--- config.mk ---
export PLATFORM = sky130hd
export DESIGN_NAME = shift_chain_sched_flat
export DESIGN_NICKNAME = d
export VERILOG_FILES = /design/src/rtl/shift_chain_sched_if.sv /design/src/rtl/shift_chain_sched.sv /design/src/flat_wrapper.sv
export SDC_FILE = /design/constraint.sdc
export NUM_CORES = 1
export LEC_CHECK = 0
export ABC_AREA = 1
export CAP_MARGIN = 0
export CORE_UTILIZATION = 35
export CTS_BUF_LIST = sky130_fd_sc_hd__clkbuf_2 sky130_fd_sc_hd__clkbuf_4 sky130_fd_sc_hd__clkbuf_8
export DETAILED_ROUTE_END_ITERATION = 10
export GPL_TIMING_DRIVEN = 0
export SYNTH_ARGS = -nofsm -noshare
export SYNTH_HDL_FRONTEND = slang
export SYNTH_SLANG_ARGS = --single-unit
--- constraint.sdc ---
create_clock -name clk -period 2.4 [get_ports clk]
set_clock_uncertainty 0.15 [all_clocks]
set_input_delay 0.24 -clock clk [delete_from_list [all_inputs] [get_ports clk]]
set_output_delay 0.24 -clock clk [all_outputs]
set_load 0.02 [all_outputs]
--- src/rtl/shift_chain_sched_if.sv ---
// Bus bundle between the chain sequencer and its requesters/chains.
// The sequencer takes the slave modport; the requester side takes master.
interface shift_chain_sched_if #(
  parameter int BITS = 16
);
  logic [1:0]      i_req;
  logic [1:0]      i_q;
  logic            o_shld;
  logic            o_serclk;
  logic [1:0]      o_gnt;
  logic            o_busy;
  logic [1:0]      o_done;
  logic [BITS-1:0] o_data;

  modport master (
    output i_req, i_q,
    input  o_shld, o_serclk, o_gnt, o_busy, o_done, o_data
  );

  modport slave (
    input  i_req, i_q,
    output o_shld, o_serclk, o_gnt, o_busy, o_done, o_data
  );
endinterface

--- src/rtl/shift_chain_sched.sv ---
// Shared 74LS165 load/shift sequencer with round-robin arbitration between the
// address (0) and data (1) chains. Optional burst re-grant: SHIFT_CHAIN_BURST_EN.
module shift_chain_sched #(
  parameter int BITS     = 16,
  parameter int LOAD_CYC = 2,
  parameter int HALF_CYC = 1
) (
  input  logic               clk,
  input  logic               reset,
  shift_chain_sched_if.slave bus_if
);

  typedef enum logic [2:0] {IDLE, LOAD, SLOW, SHIGH, DONE} state_e;

  localparam int CW   = (BITS > 1) ? $clog2(BITS) : 1;
  localparam int TMAX = (LOAD_CYC > HALF_CYC) ? LOAD_CYC : HALF_CYC;
  localparam int TW   = $clog2(TMAX + 1);

  localparam logic [CW-1:0] CNT_LAST  = CW'(BITS - 1);
  localparam logic [TW-1:0] LOAD_LAST = TW'(LOAD_CYC - 1);
  localparam logic [TW-1:0] HALF_LAST = TW'(HALF_CYC - 1);

  state_e          state_q, state_d;
  logic [TW-1:0]   tmr_q, tmr_d;
  logic [CW-1:0]   cnt_q, cnt_d;
  logic [1:0]      gnt_q, gnt_d;
  logic            ptr_q, ptr_d;
  logic [BITS-1:0] shreg_q, shreg_d;
  logic [BITS-1:0] data_q, data_d;

  logic [1:0] win;
  logic       gidx;
  logic       q_bit;

  assign gidx  = gnt_q[1];
  assign q_bit = bus_if.i_q[gidx];

  // ptr_q = 1 means requester 1 wins a tie
  always_comb begin
    case (bus_if.i_req)
      2'b01:   win = 2'b01;
      2'b10:   win = 2'b10;
      2'b11:   win = ptr_q ? 2'b10 : 2'b01;
      default: win = 2'b00;
    endcase
  end

  always_comb begin
    state_d = state_q;
    tmr_d   = tmr_q;
    cnt_d   = cnt_q;
    gnt_d   = gnt_q;
    ptr_d   = ptr_q;
    shreg_d = shreg_q;
    data_d  = data_q;
    case (state_q)
      IDLE: begin
        if (win != 2'b00) begin
          gnt_d   = win;
          tmr_d   = '0;
          state_d = LOAD;
          if (bus_if.i_req == 2'b11) ptr_d = win[0];
        end
      end
      LOAD: begin
        cnt_d = '0;
        if (tmr_q == LOAD_LAST) begin
          tmr_d   = '0;
          state_d = SLOW;
        end else begin
          tmr_d = tmr_q + TW'(1);
        end
      end
      SLOW: begin
        if (tmr_q == HALF_LAST) begin
          shreg_d = {shreg_q[BITS-2:0], q_bit};
          tmr_d   = '0;
          state_d = (cnt_q == CNT_LAST) ? DONE : SHIGH;
        end else begin
          tmr_d = tmr_q + TW'(1);
        end
      end
      SHIGH: begin
        if (tmr_q == HALF_LAST) begin
          cnt_d   = cnt_q + CW'(1);
          tmr_d   = '0;
          state_d = SLOW;
        end else begin
          tmr_d = tmr_q + TW'(1);
        end
      end
      DONE: begin
        data_d = shreg_q;
`ifdef SHIFT_CHAIN_BURST_EN
        // sole requester still asking: reload without an idle gap
        if (bus_if.i_req[gidx] && !bus_if.i_req[~gidx]) begin
          tmr_d   = '0;
          state_d = LOAD;
        end else begin
          gnt_d   = 2'b00;
          state_d = IDLE;
        end
`else
        gnt_d   = 2'b00;
        state_d = IDLE;
`endif
      end
      default: begin
        gnt_d   = 2'b00;
        state_d = IDLE;
      end
    endcase
  end

  always_ff @(posedge clk) begin
    if (reset) begin
      state_q <= IDLE;
      tmr_q   <= '0;
      cnt_q   <= '0;
      gnt_q   <= 2'b00;
      ptr_q   <= 1'b0;
      shreg_q <= '0;
      data_q  <= '0;
    end else begin
      state_q <= state_d;
      tmr_q   <= tmr_d;
      cnt_q   <= cnt_d;
      gnt_q   <= gnt_d;
      ptr_q   <= ptr_d;
      shreg_q <= shreg_d;
      data_q  <= data_d;
    end
  end

  assign bus_if.o_shld   = (state_q != LOAD);
  assign bus_if.o_serclk = (state_q == SHIGH);
  assign bus_if.o_gnt    = gnt_q;
  assign bus_if.o_busy   = (state_q != IDLE);
  assign bus_if.o_done   = (state_q == DONE) ? gnt_q : 2'b00;
  assign bus_if.o_data   = data_q;

endmodule

--- src/flat_wrapper.sv ---
// flat-port wrapper written by rule: the top's interface ports become plain ports
module shift_chain_sched_flat 
#(
  parameter int BITS     = 16,
  parameter int LOAD_CYC = 2,
  parameter int HALF_CYC = 1
)
  (clk, reset, bus_if_i_req, bus_if_i_q, bus_if_o_shld, bus_if_o_serclk, bus_if_o_gnt, bus_if_o_busy, bus_if_o_done, bus_if_o_data);
  shift_chain_sched_if #(.BITS(BITS)) bus_if_i ();
  input  logic clk;
  input  logic reset;
  input wire logic [$bits(bus_if_i.i_req)-1:0] bus_if_i_req;
  input wire logic [$bits(bus_if_i.i_q)-1:0] bus_if_i_q;
  output wire logic [$bits(bus_if_i.o_shld)-1:0] bus_if_o_shld;
  output wire logic [$bits(bus_if_i.o_serclk)-1:0] bus_if_o_serclk;
  output wire logic [$bits(bus_if_i.o_gnt)-1:0] bus_if_o_gnt;
  output wire logic [$bits(bus_if_i.o_busy)-1:0] bus_if_o_busy;
  output wire logic [$bits(bus_if_i.o_done)-1:0] bus_if_o_done;
  output wire logic [$bits(bus_if_i.o_data)-1:0] bus_if_o_data;
  assign bus_if_i.i_req = bus_if_i_req;
  assign bus_if_i.i_q = bus_if_i_q;
  assign bus_if_o_shld = bus_if_i.o_shld;
  assign bus_if_o_serclk = bus_if_i.o_serclk;
  assign bus_if_o_gnt = bus_if_i.o_gnt;
  assign bus_if_o_busy = bus_if_i.o_busy;
  assign bus_if_o_done = bus_if_i.o_done;
  assign bus_if_o_data = bus_if_i.o_data;
  shift_chain_sched #(.BITS(BITS), .LOAD_CYC(LOAD_CYC), .HALF_CYC(HALF_CYC)) u_core (.clk(clk), .reset(reset), .bus_if(bus_if_i));
endmodule
**Word-level counts from Yosys, hierarchy flattened**

Index checks and enable logic that the tools add are counted.

- Eq/ne operators: 14
- Bitwise operators: 1
- Magnitude comparators: 1
- Mux-type cells: 19
- $add $sub $neg: 2
- Reductions and logical operators: 14

Operators with widths:

| cell | number |
|---|---|
| $mux W3 | 5 |
| $mux W2 | 6 |
| $pmux W2 S3 | 2 |
| $pmux W3 S4 | 1 |
| $ne A2 B1 Y1 const B | 4 |
| $pmux W4 S2 | 1 |
| $reduce_and A2 Y1 | 4 |
| $eq A3 B2 Y1 const B | 2 |
| $reduce_bool A3 Y1 | 2 |
| $add A4 B1 Y4 const B | 1 |
| $eq A2 B1 Y1 const B | 2 |
| $eq A2 B2 Y1 const B | 2 |
| $eq A4 B4 Y1 const B | 1 |
| $mux W4 | 1 |
| $pmux W2 S2 | 1 |
| $reduce_and A4 Y1 | 1 |
| $reduce_bool A2 Y1 | 2 |
| $eq A3 B1 Y1 const B | 1 |
| $eq A3 B3 Y1 const B | 1 |
| $logic_not A3 Y1 | 1 |
| $ne A3 B1 Y1 const B | 1 |
| $reduce_and A3 Y1 | 1 |
| $reduce_or A3 Y1 | 1 |
| $add A2 B1 Y2 const B | 1 |
| 5 further kinds | 6 |

- Output and inout bits: 23
- Word-level logic and storage cells: 58
- Register bits after elaboration: 44
- Input bits: 6

**Logic depth before layout (Yosys ltp)**

Gate-level depths: netlist (run 1).

- Word-level depth: 5
- Mapped depth: 8
- Mapped depth without buffers: 8

**Least setup slack after synthesis (run 1)**

Ideal clock, no wire load.

- Kind: reg-to-output
- Start point: register u_core.state_q[0]
- End point: output bus_if_o_done[0]
- Required time: 2010 ps
- Buffers on the path: 1
- Stages on the path, launching flop included: 5
- Slack: 904 ps
- Arrival: 1106 ps
- Cell sequence: dfxtp_1 -> nor2_1 -> nand2_2 -> buf_2 -> nor2_1

- Word-level cells in the longest chain between the ends: 2

RTL lines:

| item | line | RTL |
|---|---|---|
| start: declaration | shift_chain_sched.sv:23 | `state_e state_q, state_d;` |
| start signal: assignment | shift_chain_sched.sv:125 | `state_q <= state_d;` |
| $eq A3 B3 Y1 | shift_chain_sched.sv:139 | `assign bus_if.o_done = (state_q == DONE) ? gnt_q : 2'b00;` |
| $mux W2 | shift_chain_sched.sv:139 |  |
| end: declaration | flat_wrapper.sv:18 | `output wire logic [$bits(bus_if_i.o_done)-1:0] bus_if_o_done;` |

No other way between the ends.

**Worst setup path in the final report (run 1)**

- Start point: register u_core.state_q[2]
- End point: output bus_if_o_busy

- Word-level cells in the longest chain between the ends: 1

RTL lines:

| item | line | RTL |
|---|---|---|
| $reduce_bool A3 Y1 | shift_chain_sched.sv:138 | `assign bus_if.o_busy = (state_q != IDLE);` |
| end: declaration | flat_wrapper.sv:17 | `output wire logic [$bits(bus_if_i.o_busy)-1:0] bus_if_o_busy;` |

No other way between the ends.

==> results by group, run 1 <==
CTS
  • Clock Pin Slew Worst Setup and Hold Paths: 0.08 ns
  • Hold-fix buffers at CTS: 0
  • Clk root buf: clkbuf_8
  • Post-CTS sizing: 1
  • CTS Sinks: 44
  • H-tree depth: 2
  • CTS Buffer Depth: 2
  • Worst skew pair latency: 0.29 ns
  • CTS tree: yes
  • CTS buffer count: 5
  • Setup Fix Bufs, Post-CTS: 0

Placed design
  • Pre-CTS setup slack: 0.308 ns
  • PortBufs: 27
  • Gp weighted congestion: 0.768
  • Placed insts: 339
  • Post-DP HPWL: 2550 µm
  • Placed Area: 2160 µm²

GRT
  • Initial antenna violation count: 0
  • Total GRT Usage: 0.147
  • First-pass GRT wire length: 6130 µm
  • Vias in the first global route: 1,442
  • GRT overflow: 0
  • Largest net degree at the start of global routing: 15

Worst setup path
  • WP data required: 2.01 ns
  • CP delay by family, top: buffers and inverters
  • Startpoint Class: flip-flop
  • CP max stage delay: 0.55 ns
  • Slowest library cell on the worst path: clkdlybuf4s50_1
  • Worst Setup End Kind: output port
  • Crit-path cells: nor3_1, inv_1, clkdlybuf4s50_1
  • Worst Path Max Fanout: 6
  • WS Path Type: flip-flop to output port
  • R2R setup slack: 0.87 ns
  • CP Data Arrival Time: 1.81 ns
  • Crit path buffers/inverters: 2

Power and ir drop
  • Pwr Total: 2.25 mW
  • Worst ir drop on vdd: 0.000651 V
  • Leakage Power: 0.911 nW
  • Power Dens Cells: 981 nW/µm²

Floorplanning
  • Chip Height: 73.9 µm
  • Core box area: 4850 µm²
  • Die width: 73.9 µm
  • DIE AREA: 5460 µm²
  • Initial Utilization: 0.373
  • Number of cell rows: 25
  • I/O Pins: 29

Routing
  • DR vias: 1,593
  • ANT nets after route: 0
  • Routed vias/inst: 4.59
  • # DRC: 0
  • Wire per inst: 10.3 µm
  • Wirelength, routed: 3580 µm
  • Initial DRC count: 113
  • First-pass DRT Iterations: 4

Logic synthesis
  • Sequential share of the synthesized area: 0.487
  • Simple-Gate Fraction of Synth Area: 0.280
  • Adder-Cell Fraction of Synth Area: 0.0276
  • Ys Warns: 0
  • Syn Area/Cell: 7.39 µm²
  • Top-area cell type share of the netlist area: 0.487
  • Post-Synth XOR/XNOR Area: 0
  • Yosys reg bits: 44
  • Synth top area cells: dfxtp_1 (49%), nor2_1 (17%), o21ai_0 (9.1%)
  • Yosys cell types: 26
  • Synth Instances: 245
  • Syn_nets: 255
  • Synth Area in Compound Gates: 0.139
  • Cell taking the most area after synthesis: dfxtp_1
  • Largest family of logic cells by synthesized area: simple AND/OR/NAND/NOR gates
  • Multiplexer share of the synthesized area: 0
  • Cell area after synthesis: 1810 µm²

STA
  • Period utilization: 0.915
  • RSZ-0062 raised after global routing: false
  • Count of pins over their slew limit: 0
  • Fmax: 456 MHz
  • Fin. Hold Viols: 0
  • Slew headroom: 0.656
  • Worst setup margin: 0.205 ns
  • Final number of setup-violating endpoints: 0
  • Fin crit period: 2.20 ns
  • Setup TNS: 0 ns
  • Hold_ws: 0.0993 ns
  • Actual slew at the worst max-slew pin: 0.513 ns

Final layout
  • Fraction of layout cells with a size suffix above 1: 0.0857
  • Most frequent cells in the layout: nor2_1 (79), dfxtp_1 (44), o21ai_0 (33)
  • Commonest non-fill, non-tap cell in the layout: nor2_1
  • Non-filler cells, final: 347
  • Nets: 289
  • Finished layout cell area: 2290 µm²
  • Final Util: 0.473
  • Antenna diode count: 0
  • P&R area growth vs syn: 26.7%

Hold path
  • Hold Crit Class: input port to flip-flop

Flow run
  • Number of max-cap violations: 0

Status
  • Status: complete, no violations
[power by group]
| group | internal [mW] | switching (mW) |
|---|---|---|
| Combinational | 0.264 | 0.403 |
| Clock | 0.340 | 0.252 |
| Sequential | 0.874 | 0.117 |
[metal layers]
metal,vias up,GRT usage,share of wire,wire length [µm]
met5,-,0,0,0
met4,0,0.0513,0.0098,35
met3,4,0.0439,0.045,161
met2,34,0.236,0.45,1620
met1,699,0.186,0.49,1760
li1,856,-,-,-
[cell usage after synthesis, drive strengths merged]
cell type and count:
nand2 25, nand3 8, nand4 3, dfxtp 44, inv 19, o21bai 1
nand3b 1, a21oi 9, nor3 2, o21ai 36, clkbuf 3, a211oi 1
buf 5, o211ai 1, nor2 83, ha 4
[final cells by class]
type,instances,area (µm²)
clock buffer,6,82.6
clock inverter,2,38.8
timing repair buffer,27,275
multi-input combinational,174,811
inverter,19,73.8
buffer,8,47.5
sequential,44,881
tap,67,83.8
fill,490,2550
[final timing paths]
path / start / to / cells after the start
setup reg to reg: u_core.tmr_q[0]$_SDFFE_PP0P_ / u_core.state_q[0]$_SDFFE_PP0P_ / 7
hold reg to reg: u_core.ptr_q$_SDFFE_PP0P_ / u_core.ptr_q$_SDFFE_PP0P_ / 2
hold / removal: reset / u_core.tmr_q[0]$_SDFFE_PP0P_ / 2
setup / recovery: u_core.state_q[2]$_SDFFE_PP0P_ / bus_if_o_busy / 3
[logic make-up (layout without fill, tap and decap cells)]
| kind of cell | after synthesis | in the layout |
|---|---|---|
| flip-flops | 44 | 44 |
| AO/OA/AOI/OAI | 48 | 48 |
| buffers and inverters | 27 | 62 |
| adder cells (fa/ha/maj) | 4 | 4 |
| AND/OR/NAND/NOR | 122 | 122 |
[flip-flops by register name (all words and copies together) (netlist names)]
signal                cells
u_core.shreg_q           16
u_core.tmr_q              2
u_core.ptr_q              1
u_core.cnt_q              4
u_core.state_q            3
u_core.bus_if.o_gnt       2
u_core.bus_if.o_data     16
Note: power is estimated with default switching activity, not from simulation.
==> run 2, diff against run 1 <==
==> constraint.sdc (replaced) <==
create_clock -name clk -period 1.9 [get_ports clk]
set_clock_uncertainty 0.15 [all_clocks]
set_input_delay 0.19 -clock clk [delete_from_list [all_inputs] [get_ports clk]]
set_output_delay 0.19 -clock clk [all_outputs]
set_load 0.02 [all_outputs]
==> run 2 against run 1 <==
Compared with the run above:
- routed wire length is 0.78% higher
- global-route usage about the same
- non-clock buffer count unchanged
- largest cell class unchanged
==> results by group, run 2 (synthesis gave the netlist of run 1 again) <==
Status
  • Status: complete, no violations

STA
  • Slew headroom: 0.759 (+0.104)
  • Period utilization: 0.961
  • RSZ-0062 raised after global routing: false
  • Setup TNS: 0 ns (unchanged)
  • Count of pins over their slew limit: 0 (unchanged)
  • Final number of setup-violating endpoints: 0 (unchanged)
  • Fmax: 548 MHz
  • Hold_ws: 0.0481 ns (-0.0512 ns)
  • Actual slew at the worst max-slew pin: 0.361 ns (-0.152 ns)
  • Fin. Hold Viols: 0 (unchanged)
  • Fin crit period: 1.82 ns

GRT
  • GRT overflow: 0 (unchanged)
  • First-pass GRT wire length: 6140 µm (+0.11%)
  • Vias in the first global route: 1,449 (+0.49%)
  • Initial antenna violation count: 0 (unchanged)
  • Total GRT Usage: 0.147 (about the same)
  • Largest net degree at the start of global routing: 20 (+5)

Worst setup path
  • CP max stage delay: 0.53 ns (-0.02 ns)
  • Crit-path cells: nor3_4, inv_1, clkdlybuf4s50_1
  • WS Path Type: flip-flop to output port
  • Slowest library cell on the worst path: clkdlybuf4s50_1
  • R2R setup slack: 0.37 ns (-0.50 ns)
  • Worst Path Max Fanout: 7 (+1)
  • WP data required: 1.56 ns (-0.45 ns)
  • CP Data Arrival Time: 1.48 ns (-0.33 ns)
  • Startpoint Class: flip-flop
  • Worst Setup End Kind: output port

Power and ir drop
  • Clock power share: 0.261 (-0.002)
  • Worst ir drop on vdd: 0.000782 V (+20%)
  • Power Dens Cells: 1250 nW/µm² (+28%)
  • Pwr Total: 2.89 mW (+28%)
  • Switching power: 0.998 mW (+29%)
  • Combinational power share: 0.300 (+0.004)
  • Switching Share: 0.345 (+0.00226)
  • Int Pwr: 1.89 mW (+28%)
  • Leakage Power: 0.890 nW (-2.3%)
  • Part of the power in registers: 0.439 (about the same)

Final layout
  • Non-filler cells, final: 347 (unchanged)
  • Most frequent cells in the layout: nor2_1 (79), dfxtp_1 (41), o21ai_0 (33)
  • P&R area growth vs syn: 27.4%
  • Fill cells: 489 (-0.20%)
  • Commonest non-fill, non-tap cell in the layout: nor2_1
  • Final Util: 0.476 (+0.00258)
  • Nets: 289 (unchanged)
  • Fraction of layout cells with a size suffix above 1: 0.107 (+0.0214)
  • Antenna diode count: 0 (unchanged)

Hold path
  • Hold Crit Class: input port to flip-flop

Floorplanning
  • Initial Utilization: 0.373 (unchanged)
  • Die width: 73.9 µm (unchanged)
  • I/O Pins: 29 (unchanged)
  • Chip Height: 73.9 µm (unchanged)
  • Core box area: 4850 µm² (unchanged)
  • DIE AREA: 5460 µm² (unchanged)
  • Number of cell rows: 25 (unchanged)

Routing
  • First-pass DRT Iterations: 5 (+1)
  • Initial DRC count: 120 (+6.2%)
  • DR vias: 1,593 (unchanged)
  • # DRC: 0 (unchanged)
  • Wire per inst: 10.4 µm (+0.78%)
  • Routed vias/inst: 4.59 (unchanged)
  • Wirelength, routed: 3610 µm (+0.78%)
  • ANT nets after route: 0 (unchanged)

CTS
  • CTS Sinks: 44 (unchanged)
  • Clk root buf: clkbuf_8
  • CTS tree: yes
  • Hold-fix buffers at CTS: 0 (unchanged)
  • Worst skew pair latency: 0.29 ns (about the same)
  • Clock Pin Slew Worst Setup and Hold Paths: 0.09 ns (about the same)
  • CTS Buffer Depth: 2 (unchanged)
  • CTS buffer count: 5 (unchanged)
  • H-tree depth: 2 (unchanged)

Flow run
  • Number of max-cap violations: 0 (unchanged)

Placed design
  • Gp weighted congestion: 0.768 (unchanged)
  • Placed insts: 339 (unchanged)
  • PortBufs: 27 (unchanged)
  • Post-DP HPWL: 2550 µm (unchanged)
## run 2: cell types whose count changed in the layout (fill, tap and decap cells not counted), moves of 2 or more
cell             before  now
dfxtp_2               0    3
dlymetal6s2s_1        2    0
dfxtp_1              44   41
clkdlybuf4s50_1      25   23
## run 2: area by class of cell
| cell class | count | area, µm² | area share |
|---|---|---|---|
| Sequential cell | 44 | 885 | 0.384 |
| Multi-Input combinational cell | 174 | 827 | 0.359 |
| Timing Repair Buffer | 28 | 273 | 0.118 |
| Tap cell | 67 | 83.8 | 0.0364 |
| Clock buffer | 6 | 82.6 | 0.0358 |
| Inverter | 19 | 73.8 | 0.0320 |
| Buffer | 7 | 42.5 | 0.0184 |
| Clock inverter | 2 | 38.8 | 0.0168 |
## run 2: power by group through the flow
stage	combinational [mW]	sequential, mW	clock (mW)
CTS	0.852	1.27	0.771
global placement	0.833	1.27	0
detailed placement	0.838	1.27	0
finish	0.868	1.27	0.753
global route	1.01	1.30	0.811
floorplan	0.628	1.24	0
## run 2: routing by layer
layer,GRT usage,routed length (µm),vias to the layer above
met4,0.0513,25,0
met2,0.239,1710,29
met5,0,0,-
met3,0.0439,160,2
met1,0.184,1720,703
li1,-,-,859
## run 2: critical path: cells and delay by family (launching register included)
| family | cells | cell delay [ns] |
|---|---|---|
| buffers and inverters | 2 | 0.59 |
| and+or+nand+nor | 1 | 0.22 |
| DFF | 1 | 0.39 |
## run 2: stage by stage
step | setup slack [ns] | area (µm²)
floorplan | 0.454 | 1810
global placement | -0.132 | 2160
detailed placement | -0.142 | 2160
CTS | -0.0118 | 2300
global route | 0.000879 | 2310
finish | 0.0750 | 2310
## run 2: final timing paths
kind	from	end	cells after the start
hold reg to reg	u_core.ptr_q$_SDFFE_PP0P_	u_core.ptr_q$_SDFFE_PP0P_	2
setup / recovery	u_core.state_q[1]$_SDFFE_PP0P_	bus_if_o_busy	3
setup reg to reg	u_core.tmr_q[0]$_SDFFE_PP0P_	u_core.state_q[0]$_SDFFE_PP0P_	7
hold / removal	reset	u_core.tmr_q[0]$_SDFFE_PP0P_	2
## run 2: timing repair
action,in CTS,in global routing
pin swaps,0,1
setup buffers,0,1
setup endpoints to repair,5,3
resized for setup,13,3
